==> config.mk <==
export PLATFORM = sky130hd
export DESIGN_NAME = uart_rx_fifo
export DESIGN_NICKNAME = d
export VERILOG_FILES = /design/src/rtl/uart_rx_fifo_pkg.sv /design/src/rtl/uart_rx_fifo_sync_fifo.sv /design/src/rtl/uart_rx_fifo.sv
export SDC_FILE = /design/constraint.sdc
export NUM_CORES = 1
export LEC_CHECK = 0
export ABC_AREA = 1
export BUFFER_PORTS_ARGS = -buffer_cell sky130_fd_sc_hd__buf_2
export CELL_PAD_IN_SITES_DETAIL_PLACEMENT = 0
export CELL_PAD_IN_SITES_GLOBAL_PLACEMENT = 1
export CORE_MARGIN = 5
export CORE_UTILIZATION = 25
export CTS_BUF_LIST = sky130_fd_sc_hd__clkbuf_4 sky130_fd_sc_hd__clkbuf_8
export DETAILED_ROUTE_END_ITERATION = 6
export PLACE_DENSITY = 0.55
export SLEW_MARGIN = 5
export SYNTH_ARGS = -nofsm -noshare
export SYNTH_HDL_FRONTEND = slang
export SYNTH_SLANG_ARGS = --single-unit
==> constraint.sdc <==
create_clock -name clk -period 3.4 [get_ports clk]
set_input_delay 0.68 -clock clk [delete_from_list [all_inputs] [get_ports clk]]
set_output_delay 0.68 -clock clk [all_outputs]
set_load 0.1 [all_outputs]
==> src/rtl/uart_rx_fifo_pkg.sv <==
// Shared definitions for the UART receiver: FSM state encoding and the
// baud divisor calculation (rounded to the nearest whole clock count).
package uart_rx_fifo_pkg;

    typedef enum logic [2:0] {
        ST_IDLE  = 3'd0,
        ST_START = 3'd1,
        ST_DATA  = 3'd2,
        ST_STOP  = 3'd3,
        ST_BREAK = 3'd4
    } rx_state_e;

    function automatic int calc_div(input int clk_hz, input int baud);
        return (clk_hz + baud / 2) / baud;
    endfunction

endpackage

==> src/rtl/uart_rx_fifo_sync_fifo.sv <==
// sync_fifo: single-clock first-word-fall-through FIFO.
// Ports:
//   clk, resetn          clock, async active-low reset
//   push, wr_data        write request and data (ignored when full unless popping)
//   pop                  read request (ignored when empty)
//   rd_data              head entry, 0 when empty
//   count, full, empty   occupancy status
module sync_fifo #(
    parameter int WIDTH = 8,
    parameter int DEPTH = 16
) (
    input  logic                       clk,
    input  logic                       resetn,
    input  logic                       push,
    input  logic [WIDTH-1:0]           wr_data,
    input  logic                       pop,
    output logic [WIDTH-1:0]           rd_data,
    output logic [$clog2(DEPTH+1)-1:0] count,
    output logic                       full,
    output logic                       empty
);
    localparam int AW = $clog2(DEPTH);
    localparam int CW = $clog2(DEPTH + 1);

    logic [WIDTH-1:0] mem_q [DEPTH];
    logic [AW-1:0]    wr_ptr_q, wr_ptr_d;
    logic [AW-1:0]    rd_ptr_q, rd_ptr_d;
    logic [CW-1:0]    count_q, count_d;
    logic             push_ok, pop_ok;

    assign empty = (count_q == '0);
    assign full  = (count_q == CW'(DEPTH));
    assign count = count_q;

    // A push into a full FIFO is still taken when the head leaves in the same cycle.
    assign pop_ok  = pop & ~empty;
    assign push_ok = push & (~full | pop_ok);

    assign rd_data = empty ? '0 : mem_q[rd_ptr_q];

    always_comb begin
        wr_ptr_d = wr_ptr_q;
        rd_ptr_d = rd_ptr_q;
        count_d  = count_q;
        if (push_ok) wr_ptr_d = wr_ptr_q + AW'(1);
        if (pop_ok)  rd_ptr_d = rd_ptr_q + AW'(1);
        if (push_ok && !pop_ok)      count_d = count_q + CW'(1);
        else if (!push_ok && pop_ok) count_d = count_q - CW'(1);
    end

    always_ff @(posedge clk or negedge resetn) begin
        if (!resetn) begin
            wr_ptr_q <= '0;
            rd_ptr_q <= '0;
            count_q  <= '0;
        end else begin
            wr_ptr_q <= wr_ptr_d;
            rd_ptr_q <= rd_ptr_d;
            count_q  <= count_d;
        end
    end

    always_ff @(posedge clk) begin
        if (push_ok) mem_q[wr_ptr_q] <= wr_data;
    end

endmodule

==> src/rtl/uart_rx_fifo.sv <==
// uart_rx_fifo: 8N1 serial receiver with a receive FIFO and sticky error flags.
// Ports:
//   clk, resetn          system clock, async active-low reset
//   rxd                  raw serial line (asynchronous, idles high)
//   rd_valid/rd_ready    pop handshake, rd_data is the head byte
//   rx_count             bytes buffered
//   overrun, frame_err   sticky error flags, cleared by clr_err pulse
//
// state   | meaning
// IDLE    | line idle, waiting for a low level
// START   | half-bit wait, confirm start bit still low
// DATA    | sample 8 data bits, one per bit period, LSB first
// STOP    | sample stop bit; high pushes byte, low flags framing error
// BREAK   | line held low after a bad stop bit, wait for it to go high
module uart_rx_fifo
    import uart_rx_fifo_pkg::*;
#(
    parameter int CLK_HZ     = 100000000,
    parameter int BAUD       = 115200,
    parameter int FIFO_DEPTH = 16
) (
    input  logic                            clk,
    input  logic                            resetn,
    input  logic                            rxd,
    output logic                            rd_valid,
    input  logic                            rd_ready,
    output logic [7:0]                      rd_data,
    output logic [$clog2(FIFO_DEPTH+1)-1:0] rx_count,
    output logic                            overrun,
    output logic                            frame_err,
    input  logic                            clr_err
);
    localparam int DIV = calc_div(CLK_HZ, BAUD);
    localparam int CW  = $clog2(DIV);
    localparam logic [CW-1:0] FULL_BIT = CW'(DIV - 1);
    localparam logic [CW-1:0] HALF_BIT = CW'(DIV / 2 - 1);

    rx_state_e     state_q, state_d;
    logic [1:0]    sync_q, sync_d;
    logic [CW-1:0] cnt_q, cnt_d;
    logic [2:0]    idx_q, idx_d;
    logic [7:0]    shift_q, shift_d;
    logic          overrun_q, overrun_d;
    logic          frame_err_q, frame_err_d;
    logic          rxd_s, push, frame_set, overrun_set, pop;
    logic          fifo_full, fifo_empty;

    assign sync_d = {sync_q[0], rxd};
    assign rxd_s  = sync_q[1];

    // Counter is a down-counter: the phase event fires when it reaches zero,
    // so loading N-1 on state entry gives an event N cycles later.
    always_comb begin
        state_d   = state_q;
        cnt_d     = (cnt_q == '0) ? cnt_q : cnt_q - CW'(1);
        idx_d     = idx_q;
        shift_d   = shift_q;
        push      = 1'b0;
        frame_set = 1'b0;
        unique case (state_q)
            ST_IDLE: begin
                if (!rxd_s) begin
                    state_d = ST_START;
                    cnt_d   = HALF_BIT;
                end
            end
            ST_START: begin
                if (cnt_q == '0) begin
                    if (rxd_s) begin
                        state_d = ST_IDLE;
                    end else begin
                        state_d = ST_DATA;
                        cnt_d   = FULL_BIT;
                        idx_d   = 3'd0;
                    end
                end
            end
            ST_DATA: begin
                if (cnt_q == '0) begin
                    // Shift in from the top: after 8 samples bit 0 holds the first bit.
                    shift_d = {rxd_s, shift_q[7:1]};
                    cnt_d   = FULL_BIT;
                    if (idx_q == 3'd7) state_d = ST_STOP;
                    else               idx_d   = idx_q + 3'd1;
                end
            end
            ST_STOP: begin
                if (cnt_q == '0) begin
                    if (rxd_s) begin
                        push    = 1'b1;
                        state_d = ST_IDLE;
                    end else begin
                        frame_set = 1'b1;
                        state_d   = ST_BREAK;
                    end
                end
            end
            ST_BREAK: begin
                if (rxd_s) state_d = ST_IDLE;
            end
            default: state_d = ST_IDLE;
        endcase
    end

    assign pop         = rd_valid & rd_ready;
    assign overrun_set = push & fifo_full & ~pop;

    // Set events take priority over a coincident clear.
    assign overrun_d   = (overrun_q & ~clr_err) | overrun_set;
    assign frame_err_d = (frame_err_q & ~clr_err) | frame_set;

    always_ff @(posedge clk or negedge resetn) begin
        if (!resetn) begin
            state_q     <= ST_IDLE;
            sync_q      <= 2'b11;
            cnt_q       <= '0;
            idx_q       <= '0;
            shift_q     <= '0;
            overrun_q   <= 1'b0;
            frame_err_q <= 1'b0;
        end else begin
            state_q     <= state_d;
            sync_q      <= sync_d;
            cnt_q       <= cnt_d;
            idx_q       <= idx_d;
            shift_q     <= shift_d;
            overrun_q   <= overrun_d;
            frame_err_q <= frame_err_d;
        end
    end

    sync_fifo #(
        .WIDTH (8),
        .DEPTH (FIFO_DEPTH)
    ) u_fifo (
        .clk     (clk),
        .resetn  (resetn),
        .push    (push),
        .wr_data (shift_q),
        .pop     (pop),
        .rd_data (rd_data),
        .count   (rx_count),
        .full    (fifo_full),
        .empty   (fifo_empty)
    );

    assign rd_valid  = ~fifo_empty;
    assign overrun   = overrun_q;
    assign frame_err = frame_err_q;

endmodule

==> summary.md, run 1 <==
| Metric | Value |
|---|---|
| CTS Buf Count | 17 |
| Seq cells post-synth | 169 |
| Gr usage total | 11.11% |
| Mux cell area share after synthesis | 0% |
| Filler instances | 3150 |
| Ports | 21 |
| Cell taking the most area after synthesis | edfxtp_1 |
| Fraction of registers with async set/reset | 24.26% |
| Setup Crit Path Kind | flop to output pin |
| Sequential share of power | 36.8% |
| Syn avg cell area | 10.49 um2 |
| Vias per cell | 4.247 |
| Port bufs | 20 |
| Share of the synthesized area in the top cell type | 50.45% |
| Final Util | 28.81% |
| Clock power frac | 22.6% |
| Syn Inst Count | 726 |
| CTS Buffer Depth | 2 |
| Detailed Place HPWL | 11.64 mm |
| Die ar. | 34070 um2 |
| Cts repair resizes | 0 |
| Std cell rows | 64 |
| Worst Path Max Fanout | 55 |
| WP data arrival | 2.48 ns |
| Clock skew | 0.01699 ns |
| Core box area | 30350 um2 |
| Flop2flop setup slack | 0.63 ns |
| Top cells by area, synth | edfxtp_1 (50%), dfrtp_1 (13%), nand2_1 (11%) |
| Initial antenna violation count | 0 |
| Commonest cells after routing, fill and taps aside | nand2_1 (231), edfxtp_1 (128), nand3_1 (126), inv_1 (36), dfrtp_1 (36) |
| Multi-input combinational cell area | 2437 um2 |
| Clk slew on worst S/H paths | 0.09 ns |
| Grt total ovfl | 0 |
| Setup violators final | 0 |
| Power Internal | 3640 uW |
| First-pass DRT Iterations | 5 |
| Max IR drop VDD | 0.0006070 V |
| Synth Flop Type | edfxtp_1 |
| Commonest non-fill, non-tap cell in the layout | nand2_1 |
| Die X | 184.6 um |
| Synth Area in Compound Gates | 2.956% |
| Routed wire length | 18.08 mm |
| Main combinational cell family by area after synthesis | simple AND/OR/NAND/NOR gates |
| Combinational Power Share | 40.6% |
| Die H | 184.6 um |
| Slew Viols, Final | 0 |
| EDFF count, synth | 128 |
| Largest net degree at the start of global routing | 67 |
| Area delta synth->final | 14.75% |
| Post-CTS Setup Inserts | 0 |
| Leak | 0.003656 uW |
| Crit end category | output pin |
| Total Power Consumption | 6344 uW |
| Post-DRT Antenna Nets | 0 |
| Ant diodes | 0 |
| Worst skew pair latency | 0.46 ns |
| Critical Path Start Type | flop |
| DRC | 0 |
| Register area | 4876 um2 |
| Post-synthesis xor/xnor area fraction | 1.035% |
| Placer Congestion | 0.7397 |
| Initial Util | 25.10% |
| Worst-margin pin slew | 0.8114 ns |
| Netlist Area Pre-Place | 7619 um2 |
| Achievable Freq | 316.9 MHz |
| Hold Worst Slack | 0.2747 ns |
| Clock root cell | clkbuf_8 |
| Tmin final | 3.156 ns |
| Synthesized Nets | 746 |
| WP data required | 2.72 ns |
| Final Hold Fails | 0 |
| Slew margin rel. | 45.71% |
| Max-Cap Viols | 0 |
| Status | complete, no violations |
| DR WL/cell | 15.55 um |
| Hold Buf Count CTS | 0 |
| Hold Path Class | primary input to async pin |
| Via count | 4939 |
| Synth Area in Simple Gates | 25.44% |
| Sw Ratio | 42.63% |
| First-pass GRT wire length | 28.95 mm |
| Yosys warns | 0 |
| Seq/Total Area, Yosys | 63.95% |
| H-tree depth | 4 |
| Num Clock Sinks | 169 |
| 1st-iter DRT viols | 278 |
| RSZ-0062 raised after global routing | no |
| Crit share post-route | 92.81% |
| Net Sw Power | 2705 uW |
| Share of cells above drive strength 1 | 13.95% |
| CTS tree | built |
| Netlist cell types | 35 |
| Power Dens Cells | 725.7 nW/um2 |
| Number of global-route vias before repair | 5039 |
| Total Nets Final | 774 |
| Synth Area in Adders | 2.562% |
per-layer routing:
metal	track usage, %	vias up	share of wire (%)
met4	3.283	0	1.0
met1	14.82	2320	47
met5	0	-	0
li1	-	2522	-
met2	18.29	89	47
met3	2.289	8	5.0
power by group through the flow:
stage	logic, uW	registers, uW	clock network [uW]
6_report	2580	2340	1430
5_1_grt	2790	2350	1560
4_1_cts	2640	2340	1480
3_5_place_dp	2630	2380	0
3_3_place_gp	2650	2380	0
2_1_floorplan	1560	2560	0
cells by family after synthesis:
kind of cell	Yosys count
AO/OA/AOI/OAI	37
buffers and inverters	72
adder cells (fa/ha/maj)	15
XOR/XNOR	9
AND/OR/NAND/NOR	424
flip-flops	169
sequential cells by signal, indices dropped and copies added (netlist names):
signal / flops
idx_q: 3
shift_q: 8
cnt_q: 10
state_q: 3
u_fifo.wr_ptr_q: 4
u_fifo.mem_q: 128
overrun: 1
u_fifo.count: 5
u_fifo.rd_ptr_q: 4
sync_q: 2
frame_err: 1
per-stage QoR:
| step | cells | area, um2 | setup TNS (ns) | setup slack [ns] |
|---|---|---|---|---|
| floorplan | 726 | 7625 | -0.5110 | -0.06388 |
| global placement | 1131 | 8356 | 0 | 0.6278 |
| detailed placement | 1131 | 8356 | 0 | 0.6179 |
| CTS | 1163 | 8742 | 0 | 0.1555 |
| global route | 1163 | 8742 | 0 | 0.03255 |
| finish | 1163 | 8742 | 0 | 0.2445 |
worst max-delay path: stages, from the launching register on:
cell     delay (ns)
dfrtp_2        0.44
inv_2          0.21
buf_12         0.30
nand2_1        0.08
nand3_1        0.07
nand3_1        0.10
nand2_1        0.13
nand2_1        0.07
a21oi_1        0.35
buf_12         0.23
cell type report:
type                    count  area share (%)
clock buffers              18           2.762
flip-flops and latches    169           55.78
well taps                 396           5.668
repair buffers             37           4.265
multi-input cells         485           27.88
inverters                  44           1.989
clock inverters            14           1.660
synth_stat cells (3+ instances only):
master / instances
xor2_1: 8
inv_1: 38
nand4_1: 10
nor2_1: 35
o211ai_1: 3
nand2_1: 231
buf_1: 3
nor2_8: 3
inv_2: 3
a21oi_2: 3
a21oi_1: 12
nand3_1: 126
o21ai_0: 13
nand2_4: 6
clkbuf_1: 5
nor2_4: 3
ha_1: 14
edfxtp_1: 128
buf_2: 18
dfrtp_1: 39
nor2_2: 3
o21ai_2: 5
path summary, 6_finish.rpt:
check | startpoint | endpoint | cells past startpoint
worst max-delay path | u_fifo.rd_ptr_q[0]$_DFFE_PN0P_ | rd_data[0] | 9
worst min-delay path | resetn | cnt_q[2]$_DFF_PN0_ | 1
worst max register to register | u_fifo.count[0]$_DFFE_PN0P_ | u_fifo.count[4]$_DFFE_PN0P_ | 14
worst min register to register | sync_q[0]$_DFF_PN1_ | sync_q[1]$_DFF_PN1_ | 0
max in group asynchronous | resetn | cnt_q[8]$_DFF_PN0_ | 2
min in group clk | rxd | sync_q[0]$_DFF_PN1_ | 1
Note: power is estimated with default switching activity, not from simulation.
==> run 2: changes to the inputs <==
CORE_UTILIZATION = 52   (was 25)
PLACE_DENSITY = 0.91   (was 0.55)
==> run 2 against run 1 <==
  * Hold slack improved by 0.031 ns
  * Sequential share of layout area increased by 2.3 points
  * Combinational power shrank 2%
  * Setup slack better by 0.16 ns
  * Critical path depth is the same
  * Cell area is 4.0% lower
  * Global-route usage increased by 9.6 points
  * Utilization is 29 points higher
  * Via count increased by 6.1%
  * Critical path type unchanged
  * Critical endpoint is now rd_data[6]
  * Largest power group unchanged
  * Highest routed layer unchanged
==> summary.md, run 2 (synthesized netlist as in run 1, its figures left out) <==
| Metric | Value |
|---|---|
| Worst Path Max Fanout | 65 (+18%) |
| Crit path cell chain | inv_1 -> buf_12 -> nand2_1 -> nand3_1 -> nand3_1 -> nand2_1 -> nand2_1 -> a21oi_1 -> buf_12 |
| Register area | 4876 um2 (unchanged) |
| Cts repair resizes | 0 (unchanged) |
| Placed Area | 8000 um2 (-4.3%) |
| Multi-input combinational cell area | 2437 um2 (unchanged) |
| Largest net degree at the start of global routing | 67 (unchanged) |
| Clock skew | 0.006660 ns (-0.01033 ns) |
| Slew Viols, Final | 0 (unchanged) |
| Initial antenna violation count | 0 (unchanged) |
| Tmin final | 2.995 ns (-0.1601 ns) |
| 1st-iter DRT viols | 528 (+90%) |
| Number of global-route vias before repair | 5277 (+4.7%) |
| Status | complete, no violations |
| Commonest cells after routing, fill and taps aside | nand2_1 (231), edfxtp_1 (128), nand3_1 (126), inv_1 (37), dfrtp_1 (36) |
| Biggest regs | u_fifo.mem_q x128, cnt_q x10, shift_q x8 |
| Total Nets Final | 762 (-1.6%) |
| Hold Buf Count CTS | 0 (unchanged) |
| Setup violators final | 0 (unchanged) |
| Hold Worst Slack | 0.3060 ns (+0.03138 ns) |
| Sw Ratio | 41.15% (-1.5 points) |
| CTS Buffer Depth | 2 (unchanged) |
| Largest register by flop count | u_fifo.mem_q |
| Largest register FFs | 128 (unchanged) |
| CTS Buf Count | 17 (unchanged) |
| WP data arrival | 2.32 ns (-0.16 ns) |
| Std cell rows | 44 (-31%) |
| Final Hold Fails | 0 (unchanged) |
| Share of cells above drive strength 1 | 12.19% (-1.8 points) |
| Cell mode on critical path | nand2_1 |
| Gr usage total | 20.69% (+9.6 points) |
| Max-Cap Viols | 0 (unchanged) |
| Sequential share of power | 37.1% (+0.3 points) |
| Grt total ovfl | 0 (unchanged) |
| Net Sw Power | 2590 uW (-4.3%) |
| DRC | 0 (unchanged) |
| DR WL/cell | 17.50 um (+13%) |
| Filler instances | 1158 (-63%) |
| Leak | 0.003604 uW (-1.4%) |
| CP top delay family | buffers and inverters |
| Power Dens Cells | 749.8 nW/um2 (+3.3%) |
| Port bufs | 20 (unchanged) |
| Area delta synth->final | 10.17% |
| Post-DRT Antenna Nets | 0 (unchanged) |
| Die X | 131.0 um (-29%) |
| Clock root cell | clkbuf_8 |
| Num Clock Sinks | 169 (unchanged) |
| Vias per cell | 5.581 (+31%) |
| Commonest non-fill, non-tap cell in the layout | nand2_1 |
| Combinational Power Share | 40.0% (-0.6 points) |
| Worst R2R Start | cnt_q[0]$_DFF_PN0_ |
| Crit path from | u_fifo.rd_ptr_q[0]$_DFFE_PN0P_ |
| Critical Path Start Type | flop |
| RSZ-0062 raised after global routing | no |
| First-pass GRT wire length | 26.84 mm (-7.3%) |
| Post-place setup slack | 0.5968 ns (-0.02106 ns) |
| Crit share post-route | 88.10% (-4.7 points) |
| Max IR drop VDD | 0.0009040 V (+49%) |
| CTS tree | built |
| Routed wire length | 16.43 mm (-9.1%) |
| Worst-margin pin slew | 0.9396 ns (+0.1282 ns) |
| Via count | 5241 (+6.1%) |
| Hold_sp | rxd |
| Post-route cell area | 8393 um2 (-4.0%) |
| First-pass DRT Iterations | 6 (+1) |
| Die H | 131.0 um (-29%) |
| Slowest-stage cell, CP | dfrtp_2 |
| Clock power frac | 22.9% (+0.3 points) |
| Detailed Place HPWL | 10.41 mm (-11%) |
| Core box area | 14480 um2 (-52%) |
| Hold Path Class | primary input to flop |
| WP data required | 2.72 ns (about the same) |
| Crit end category | output pin |
| Initial Util | 52.62% (+28 points) |
| Worst Path Buf+Inv | 3 (unchanged) |
| Placer Congestion | 0.8349 (+13%) |
| Achievable Freq | 333.8 MHz (+5.3%) |
| Ant diodes | 0 (unchanged) |
| Setup Crit Path Kind | flop to output pin |
| Critical path's largest stage delay | 0.43 ns (about the same) |
| Total Power Consumption | 6293 uW (-0.81%) |
| Slew margin rel. | 37.36% (-8.3 points) |
| H-tree depth | 4 (unchanged) |
| Worst skew pair latency | 0.46 ns (about the same) |
| Power Internal | 3704 uW (+1.8%) |
| Clk slew on worst S/H paths | 0.08 ns (about the same) |
| Die ar. | 17170 um2 (-50%) |
| Ports | 21 (unchanged) |
| Post-CTS Setup Inserts | 0 (unchanged) |
| Post-route setup slack | 0.4046 ns (+0.1601 ns) |
==> run 2: changes by cell type in the layout (fill, tap and decap cells not counted), moves of 2 or more <==
cell and change:
buf_4 -12, clkbuf_4 +3, inv_6 -3, clkinv_1 +2
==> run 2: worst paths after layout <==
check	endpoint	slack (ns)	cells past startpoint
setup / recovery	rd_data[6]	0.40	9
hold / removal	sync_q[0]$_DFF_PN1_	0.31	1
setup reg to reg	u_fifo.count[4]$_DFFE_PN0P_	0.67	15
hold reg to reg	sync_q[1]$_DFF_PN1_	0.36	0
max in group asynchronous	u_fifo.count[0]$_DFFE_PN0P_	2.41	1
min in group asynchronous	u_fifo.rd_ptr_q[0]$_DFFE_PN0P_	0.35	1
==> run 2: worst reg2reg max path, stage by stage (launching register included) <==
cell and delay (ns):
dfrtp_1 0.40, inv_1 0.14, ha_1 0.17, nand2_1 0.12, nor2_8 0.18, nand3_4 0.12, nor2_8 0.22, ha_1 0.23
inv_1 0.11, fa_1 0.40, nand2_1 0.10, nand2_1 0.05, a21oi_1 0.15, xor2_1 0.18, nand2_1 0.07, nand2_1 0.05
==> run 2: area by class of cell <==
type	count	area share, %
clock inverters	11	1.535
multi-input cells	485	29.04
repair buffers	25	3.369
clock buffers	21	3.145
inverters	44	2.072
flip-flops and latches	169	58.09
well taps	184	2.743
==> run 2: power groups by stage <==
stage | registers (uW) | clock network [uW] | logic [uW]
2_1_floorplan | 2560 | 0 | 1560
3_3_place_gp | 2370 | 0 | 2490
3_5_place_dp | 2380 | 0 | 2520
4_1_cts | 2330 | 1460 | 2520
5_1_grt | 2340 | 1560 | 2680
6_report | 2340 | 1440 | 2520
==> run 2: routing by layer <==
metal | track usage [%] | share of wire, % | up-vias
li1 | - | - | 2492
met1 | 25.88 | 42 | 2567
met2 | 35.16 | 51 | 163
met3 | 5.569 | 6.1 | 19
met4 | 6.594 | 1.6 | 0
met5 | 0 | 0 | -
==> run 2: metrics by stage <==
step	instances	util (%)	setup TNS, ns
after global routing	939	57.97	0
after detailed placement	907	55.25	0
after floorplan	726	-	-0.5110
after CTS	939	57.97	0
final	939	57.97	0
after global placement	907	55.25	0
==> run 3: changes to the inputs <==
CORE_ASPECT_RATIO = 1.5   (was default)
==> run 3 against run 2 <==
  * Register-to-register slack better by 0.02 ns
  * Global-route usage about the same
  * Clock skew up 0.0072 ns
  * Critical endpoint is now rd_data[7]
  * Largest cell class unchanged
==> summary.md, run 3 (synthesized netlist as in run 1, its figures left out) <==
| Metric | Value |
|---|---|
| Vias per cell | 5.476 (-1.9%) |
| Detailed Place HPWL | 11.03 mm (+6.0%) |
| Setup Crit Path Kind | flop to output pin |
| Clock root cell | clkbuf_8 |
| Leak | 0.003587 uW (-0.49%) |
| Achievable Freq | 309.0 MHz (-7.5%) |
| CTS tree | built |
| Post-CTS Setup Inserts | 0 (unchanged) |
| Area delta synth->final | 9.591% |
| Largest register by flop count | u_fifo.mem_q |
| Die X | 108.8 um (-17%) |
| Worst skew pair latency | 0.44 ns (-0.02 ns) |
| Slew Viols, Final | 0 (unchanged) |
| Largest register FFs | 128 (unchanged) |
| Share of cells above drive strength 1 | 12.57% (+0.38 points) |
| Total Nets Final | 764 (+0.26%) |
| GR Util met2 | 38.17% (+3.0 points) |
| Post-route setup slack | 0.1632 ns (-0.2414 ns) |
| Ports | 21 (unchanged) |
| DR WL/cell | 17.45 um (-0.30%) |
| Setup violators final | 0 (unchanged) |
| Die H | 158.2 um (+21%) |
| Initial antenna violation count | 0 (unchanged) |
| Clock skew | 0.01383 ns (+0.007166 ns) |
| Worst-margin pin slew | 0.9709 ns (+0.03132 ns) |
| Biggest regs | u_fifo.mem_q x128, cnt_q x10, shift_q x8 |
| Core box area | 14460 um2 (-0.14%) |
| Number of global-route vias before repair | 5300 (+0.44%) |
| Crit share post-route | 95.20% (+7.1 points) |
| Post-place setup slack | 0.6264 ns (+0.02953 ns) |
| Clk slew on worst S/H paths | 0.08 ns (about the same) |
| WP data required | 2.72 ns (about the same) |
| Max-Cap Viols | 0 (unchanged) |
| Busiest grt layer | met2 |
| Num Clock Sinks | 169 (unchanged) |
| Hold Path Class | primary input to flop |
| Largest net degree at the start of global routing | 49 (-27%) |
| Worst Path Max Fanout | 33 (-49%) |
| RSZ-0062 raised after global routing | no |
| Routing usage on met1 | 24.74% (-1.1 points) |
| Port bufs | 20 (unchanged) |
| First-pass GRT wire length | 26.99 mm (+0.54%) |
| Final Hold Fails | 0 (unchanged) |
| Gr usage total | 20.64% (-0.048 points) |
| Critical Path Start Type | flop |
| CTS Buffer Depth | 2 (unchanged) |
| Ant diodes | 0 (unchanged) |
| Max IR drop VDD | 0.0007640 V (-15%) |
| Tmin final | 3.237 ns (+0.2414 ns) |
| Commonest cells after routing, fill and taps aside | nand2_1 (231), edfxtp_1 (128), nand3_1 (126), inv_1 (36), dfrtp_1 (36) |
| Die ar. | 17220 um2 (+0.29%) |
| H-tree depth | 4 (unchanged) |
| Placer Congestion | 0.8562 (+2.6%) |
| Power Dens Cells | 732.6 nW/um2 (-2.3%) |
| Hold Worst Slack | 0.3403 ns (+0.03430 ns) |
| 1st-iter DRT viols | 423 (-20%) |
| Via count | 5213 (-0.53%) |
| Status | complete, no violations |
| DRC | 0 (unchanged) |
| Grt total ovfl | 0 (unchanged) |
| First-pass DRT Iterations | 5 (-1) |
| Commonest non-fill, non-tap cell in the layout | nand2_1 |
| Routed wire length | 16.61 mm (+1.1%) |
| Hold Buf Count CTS | 0 (unchanged) |
| CTS Buf Count | 17 (unchanged) |
| Std cell rows | 54 (+23%) |
| Initial Util | 52.69% (+0.073 points) |
| Post-DRT Antenna Nets | 0 (unchanged) |
| Met3 usage | 3.550% (-2.0 points) |
| WP data arrival | 2.56 ns (+0.24 ns) |
| Slew margin rel. | 35.28% (-2.1 points) |
| Crit end category | output pin |
==> run 3: critical path: stages (launching register included) <==
cell and delay, ns:
dfrtp_2 0.57, clkinv_1 0.12, buf_4 0.34, nand2_1 0.09, nand3_1 0.10, nand3_1 0.08, nand2_1 0.13, nand2_1 0.06
a21oi_1 0.16, buf_2 0.45
==> run 3: repair_timing <==
item,4_1_cts,5_1_grt
endpoints found under the setup margin,0,6
gates resized for setup,0,6
endpoints found under the hold margin,0,0
==> run 3: through the flow <==
stage / power (uW) / instance area [um2] / cells / util (%) / TNS [ns]
5_1_grt: 6405 / 8349 / 952 / 57.74 / 0
2_1_floorplan: 4117 / 7625 / 726 / - / -0.5110
6_report: 6117 / 8349 / 952 / 57.74 / 0
3_5_place_dp: 4611 / 7910 / 921 / 54.71 / 0
3_3_place_gp: 4584 / 7910 / 921 / 54.71 / 0
4_1_cts: 6103 / 8334 / 952 / 57.64 / 0
==> run 3: worst paths after layout <==
| path | from | slack (ns) | depth (start not counted) | endpoint |
|---|---|---|---|---|
| setup / recovery | u_fifo.rd_ptr_q[0]$_DFFE_PN0P_ | 0.16 | 9 | rd_data[7] |
| hold / removal | rxd | 0.34 | 1 | sync_q[0]$_DFF_PN1_ |
| setup reg to reg | cnt_q[0]$_DFF_PN0_ | 0.69 | 15 | u_fifo.count[4]$_DFFE_PN0P_ |
| hold reg to reg | sync_q[0]$_DFF_PN1_ | 0.38 | 0 | sync_q[1]$_DFF_PN1_ |
| max in group asynchronous | resetn | 2.36 | 1 | u_fifo.rd_ptr_q[0]$_DFFE_PN0P_ |
| min in group asynchronous | resetn | 0.37 | 1 | u_fifo.count[3]$_DFFE_PN0P_ |
==> run 3: per-layer routing <==
metal | vias up | wire, um
met5 | - | 0
met4 | 0 | 255
met3 | 21 | 765
met2 | 174 | 9089
met1 | 2520 | 6497
li1 | 2498 | -
==> run 3: layout make-up <==
type	count	area [um2]
Fill cell	1264	6110
Sequential cell	169	4876
Multi-Input combinational cell	485	2437
Clock buffer	19	249.0
Tap cell	196	245.2
Timing Repair Buffer	27	192.7
Clock inverter	12	175.2
Inverter	44	173.9
==> run 3: report_power, final <==
part	internal, uW	switching [uW]	total, uW
registers	2250	122	2380
clock network	812	702	1510
logic	509	1720	2230
